==> src/rtl/mux_rr_stream_pkg.sv <==
// rtl/mux_rr_stream_pkg.sv - mode constants and channel-index width helper for mux_rr_stream
package mux_rr_pkg;

    localparam logic MODE_FIXED = 1'b0;
    localparam logic MODE_RR    = 1'b1;

    // Index width for n channels; never narrower than one bit
    function automatic int sel_width(input int n);
        return (n < 2) ? 1 : $clog2(n);
    endfunction

endpackage

==> src/rtl/mux_rr_stream_if.sv <==
// rtl/mux_rr_stream_if.sv - producer-side and consumer-side stream bundle of mux_rr_stream
interface mux_rr_stream_if
    import mux_rr_pkg::*;
#(
    parameter int N  = 4,
    parameter int W  = 8,
    parameter int SW = sel_width(N)
);

    logic [N*W-1:0] in_data;
    logic [N-1:0]   in_valid;
    logic [N-1:0]   in_ready;
    logic           mode;
    logic [SW-1:0]  sel;
    logic [W-1:0]   out_data;
    logic [SW-1:0]  out_chan;
    logic           out_valid;
    logic           out_ready;

    modport master (
        output in_data, in_valid, mode, sel, out_ready,
        input  in_ready, out_data, out_chan, out_valid
    );

    modport slave (
        input  in_data, in_valid, mode, sel, out_ready,
        output in_ready, out_data, out_chan, out_valid
    );

endinterface

==> src/rtl/mux_rr_stream_rr_arbiter.sv <==
// rtl/mux_rr_stream_rr_arbiter.sv - combinational rotating-priority arbiter starting its search at ptr
module rr_arbiter
    import mux_rr_pkg::*;
#(
    parameter int N = 4,
    localparam int SW = sel_width(N)
) (
    input  logic [N-1:0]  req,
    input  logic [SW-1:0] ptr,
    input  logic          enable,
    output logic [N-1:0]  grant,
    output logic [SW-1:0] winner
);

    always_comb begin
        int   idx;
        logic found;
        grant  = '0;
        winner = '0;
        found  = 1'b0;
        idx    = 0;
        for (int i = 0; i < N; i++) begin
            // ptr is always below N, so a single subtraction is enough to wrap
            idx = int'(ptr) + i;
            if (idx >= N) idx = idx - N;
            if (enable && !found && req[idx]) begin
                found       = 1'b1;
                grant[idx]  = 1'b1;
                winner      = SW'(idx);
            end
        end
    end

endmodule

==> src/rtl/mux_rr_stream.sv <==
// rtl/mux_rr_stream.sv - N-channel stream mux with fixed or round-robin grant into one output register
module mux_rr_stream
    import mux_rr_pkg::*;
#(
    parameter int N = 4,
    parameter int W = 8
) (
    input  logic           clk,
    input  logic           rst_n,
    mux_rr_stream_if.slave bus
);

    localparam int SW = sel_width(N);

    logic [SW-1:0] ptr;
    logic [SW-1:0] winner;
    logic [N-1:0]  req;
    logic [N-1:0]  grant;
    logic [W-1:0]  win_data;
    logic          load_en;
    logic          sel_ok;
    logic          xfer;

    assign load_en = !bus.out_valid || bus.out_ready;
    assign sel_ok  = int'(bus.sel) < N;

    // Fixed mode narrows the request vector to the selected channel so the same arbiter serves both modes
    always_comb begin
        req = '0;
        if (bus.mode == MODE_RR) begin
            req = bus.in_valid;
        end else if (sel_ok) begin
            req[bus.sel] = bus.in_valid[bus.sel];
        end
    end

    rr_arbiter #(.N(N)) u_arb (
        .req    (req),
        .ptr    (ptr),
        .enable (load_en && rst_n),
        .grant  (grant),
        .winner (winner)
    );

    assign bus.in_ready = grant;
    assign xfer         = |grant;
    assign win_data     = bus.in_data[winner*W +: W];

    always_ff @(posedge clk or negedge rst_n) begin
        if (!rst_n) begin
            bus.out_data  <= '0;
            bus.out_chan  <= '0;
            bus.out_valid <= 1'b0;
            ptr           <= '0;
        end else if (xfer) begin
            bus.out_data  <= win_data;
            bus.out_chan  <= winner;
            bus.out_valid <= 1'b1;
            if (bus.mode == MODE_RR) begin
                ptr <= (int'(winner) == N - 1) ? '0 : winner + SW'(1);
            end
        end else if (bus.out_ready) begin
            bus.out_valid <= 1'b0;
        end
    end

endmodule

==> src/flat_wrapper.sv <==
// flat-port wrapper written by rule: the top's interface ports become plain ports
module mux_rr_stream_flat import mux_rr_pkg::*;
#(
    parameter int N = 4,
    parameter int W = 8
)
  (clk, rst_n, bus_in_data, bus_in_valid, bus_mode, bus_sel, bus_out_ready, bus_in_ready, bus_out_data, bus_out_chan, bus_out_valid);
  mux_rr_stream_if #(.N(N), .W(W)) bus_i ();
  input  logic clk;
  input  logic rst_n;
  input wire logic [$bits(bus_i.in_data)-1:0] bus_in_data;
  input wire logic [$bits(bus_i.in_valid)-1:0] bus_in_valid;
  input wire logic [$bits(bus_i.mode)-1:0] bus_mode;
  input wire logic [$bits(bus_i.sel)-1:0] bus_sel;
  input wire logic [$bits(bus_i.out_ready)-1:0] bus_out_ready;
  output wire logic [$bits(bus_i.in_ready)-1:0] bus_in_ready;
  output wire logic [$bits(bus_i.out_data)-1:0] bus_out_data;
  output wire logic [$bits(bus_i.out_chan)-1:0] bus_out_chan;
  output wire logic [$bits(bus_i.out_valid)-1:0] bus_out_valid;
  assign bus_i.in_data = bus_in_data;
  assign bus_i.in_valid = bus_in_valid;
  assign bus_i.mode = bus_mode;
  assign bus_i.sel = bus_sel;
  assign bus_i.out_ready = bus_out_ready;
  assign bus_in_ready = bus_i.in_ready;
  assign bus_out_data = bus_i.out_data;
  assign bus_out_chan = bus_i.out_chan;
  assign bus_out_valid = bus_i.out_valid;
  mux_rr_stream #(.N(N), .W(W)) u_core (.clk(clk), .rst_n(rst_n), .bus(bus_i));
endmodule
==> config.mk <==
export PLATFORM = sky130hd
export DESIGN_NAME = mux_rr_stream_flat
export DESIGN_NICKNAME = d
export VERILOG_FILES = /design/src/rtl/mux_rr_stream_pkg.sv /design/src/rtl/mux_rr_stream_if.sv /design/src/rtl/mux_rr_stream_rr_arbiter.sv /design/src/rtl/mux_rr_stream.sv /design/src/flat_wrapper.sv
export SDC_FILE = /design/constraint.sdc
export NUM_CORES = 1
export LEC_CHECK = 0
export CELL_PAD_IN_SITES_DETAIL_PLACEMENT = 0
export CELL_PAD_IN_SITES_GLOBAL_PLACEMENT = 1
export CORE_ASPECT_RATIO = 1.1
export CORE_MARGIN = 1
export CORE_UTILIZATION = 30
export DETAILED_ROUTE_END_ITERATION = 16
export GPL_TIMING_DRIVEN = 0
export PLACE_DENSITY_LB_ADDON = 0.1
export SKIP_CTS_REPAIR_TIMING = 1
export SLEW_MARGIN = 10
export SYNTH_ARGS = -nofsm -noshare
export SYNTH_HDL_FRONTEND = slang
export SYNTH_SLANG_ARGS = --single-unit
==> constraint.sdc <==
create_clock -name clk -period 3.4 [get_ports clk]
set_input_delay 0.51 -clock clk [delete_from_list [all_inputs] [get_ports clk]]
set_output_delay 0.51 -clock clk [all_outputs]
set_load 0.02 [all_outputs]
==> metrics.yaml <==
antenna_found_initial: 0
die_area_um2: 5650
via_per_inst: 5.52
hold_viol_final: 0
vias: 1685
drt_wl_total_mm: 4.98
cp_slowest_cell: "or4_4"
final.setup.tns_ps: -29.8
io_buffers: 54
rsz0062_at_grt: "true"
placementRows: 27
cp_max_fo: 8
critPathMaxStageDelay_ps: 610
maxCapViolCount: 0
p_sw_share_pct: 41.4
dp.final_hpwl_mm: 3.53
synth_compound_area_share_pct: 23.6
r2r_slack_ps: -8
hold_path.class: "in2async"
ys_ff_latch: 13
synth_top_area_share_pct: 20.2
slew_headroom_pct: 54.6
final_common_cell: "clkdlybuf4s50_1"
cts.sinks: 13
violations: "setup timing"
path_clk_slew_ps: 60
diodes: 0
drc: 0
cts_max_level: 1
slew_violations: 0
finalSetupViolations: 4
clockBufferDepth: 2
yosys_warnings: 0
ir_worst_vdd_mv: 0.446
path_buf_inv: 5
crit_type: "reg2reg"
synth_simple_gate_area_share_pct: 17.6
power.density_nw_per_um2: 924
yosys_most_used_dff: "dfrtp_1"
drtIter0Drc: 124
power_frac_clock_pct: 5.6
clockRootBuffer: "clkbuf_8"
post-route-period-util_pct: 100
nets: 298
fin_skew_ps: 4.57
final_cell_mix: "clkdlybuf4s50_1, mux2i_1, buf_4"
syn_to_final_growth_pct: 62.9
grt_max_degree: 17
track_usage_pct: 16.7
cp_top_family: "compound AO/OA/AOI/OAI gates"
path_cells: "buf_6, clkinv_8, ha_4, buf_8, inv_4, o211a_1, o32a_4, and3_4, a22o_1, a211o_1, or4_4, clkbuf_16, mux2_4"
synth.yosys.seq_area_share_pct: 20.2
holdWs_ps: 290
synth_top_family_by_area: "multiplexers"
leakagePower_nw: 1.20
synth_area_um2: 1610
outcome: "complete, but fails checks"
ys_async_sr_fraction_pct: 100
finalCriticalPeriod_ps: 3410
p_int_mw: 1.42
synth_area_leader_cell: "dfrtp_1"
synth_area_per_cell_um2: 9.56
dp_slack_ps: -674
initial_core_util_pct: 31.7
synth_edf_count: 0
cts_tree: "built"
io_pins: 57
synth_mux_area_share_pct: 27.3
p_sw_mw: 1.00
clock_latency_ps: 240
required_ps: 3520
power_frac_comb_pct: 82.1
synthXorXnorAreaFrac_pct: 0.545
pwr-share-seq_pct: 12.2
synth_adder_area_share_pct: 6.23
core-area_um2: 5070
syn_nets: 218
syn_inst: 168
routabilityCongestion: 0.833
die_w_um: 71.8
die_y_um: 78.8
arrival_ps: 3530
fin_ws_ps: -8.47
postRouteAntennaNets: 0
firstDrtPassIters: 4
clock.fmax_mhz: 293
grt.overflow.total: 0
end_kind: "register"
first_global_vias: 1574
tightest_slew_ps: 680
synth.distinct_cells: 53
layout-drive-gt1-share_pct: 27.5
wl_per_cell_um: 16.3
cp-start-kind: "register"
numCtsBuffers: 3
yosys-top-cells-area: "dfrtp_1, mux2i_1, mux2_4"
grt_pass1_wl_mm: 7.50
==> layer usage <==
layer	wire, um	vias up	share of wire (%)	track usage (%)
met3	357	8	7.2	3.05
met1	2100	785	42	20.2
met5	0	-	0	0
met2	2450	83	49	30.0
met4	70	0	1.4	4.71
li1	-	809	-	-
==> registers in the layout, summed over array words and instances (netlist names) <==
signal                flops
u_core.bus.out_data       8
u_core.bus.out_valid      1
u_core.bus.out_chan       2
u_core.ptr                2
==> final cells by class <==
| class | instances | area (um^2) |
|---|---|---|
| clock buffer | 4 | 45.0 |
| multi-input combinational | 139 | 1290 |
| inverter | 5 | 41.3 |
| buffer | 10 | 87.6 |
| fill | 454 | 2450 |
| tap | 58 | 72.6 |
| timing repair buffer | 76 | 756 |
| sequential | 13 | 327 |
==> final timing paths <==
| check | from | endpoint | cells after the start |
|---|---|---|---|
| setup / recovery | u_core.ptr[1]$_DFFE_PN0P_ | u_core.bus.out_data[2]$_DFFE_PN0P_ | 13 |
| hold / removal | rst_n | u_core.bus.out_data[5]$_DFFE_PN0P_ | 1 |
| setup reg to reg | u_core.ptr[1]$_DFFE_PN0P_ | u_core.bus.out_data[2]$_DFFE_PN0P_ | 13 |
| hold reg to reg | u_core.bus.out_data[1]$_DFFE_PN0P_ | u_core.bus.out_data[1]$_DFFE_PN0P_ | 1 |
| max in group asynchronous | rst_n | u_core.ptr[0]$_DFFE_PN0P_ | 1 |
| min in group clk | u_core.bus.out_data[1]$_DFFE_PN0P_ | u_core.bus.out_data[1]$_DFFE_PN0P_ | 1 |
==> synth_stat cells, drive strengths merged (2+ instances only) <==
library cell  count
a211o             4
a211oi            3
a21o              2
a21oi             4
a22o              4
and2              4
and3              7
buf               6
clkbuf            5
dfrtp            13
ha                8
inv               4
mux2             11
mux2i            28
nand2             4
nand2b            4
nand3             7
nand3b            2
nor2              5
nor2b             3
nor3b             2
o2111ai           2
o211ai            5
o21ai             6
o22a              2
o2bb2ai           2
==> logic make-up (layout without fill, tap and decap cells) <==
group           after synthesis  in the layout
compound gates               46             46
xor+xnor                      1              1
fa+ha+maj                     8              8
buf+inv                      16             95
flops                        13             13
mux                          39             39
simple gates                 45             45
==> per-stage QoR <==
stage | power [mW] | area [um^2] | util (%) | cells
global placement | 1.89 | 2270 | 44.7 | 280
floorplan | 1.47 | 1650 | - | 168
detailed placement | 1.91 | 2270 | 44.7 | 280
finish | 2.42 | 2620 | 51.7 | 305
CTS | 2.06 | 2310 | 45.6 | 284
global route | 2.57 | 2620 | 51.7 | 305
==> worst reg2reg max path: cells and delay by family (launching register included) <==
family,cells,cell delay [ps]
DFF,1,400
buffers and inverters,5,580
adders and majority gates,1,270
and+or+nand+nor,2,790
AOI/OAI and AO/OA,4,970
muxes,1,290
==> power groups by stage <==
stage,Combinational (mW),Sequential (mW),Clock (mW)
global placement,1.58,0.302,0
CTS,1.62,0.305,0.141
detailed placement,1.61,0.303,0
global route,2.12,0.305,0.148
finish,1.99,0.296,0.136
floorplan,1.10,0.370,0
Power figures use the tool's default switching activity.
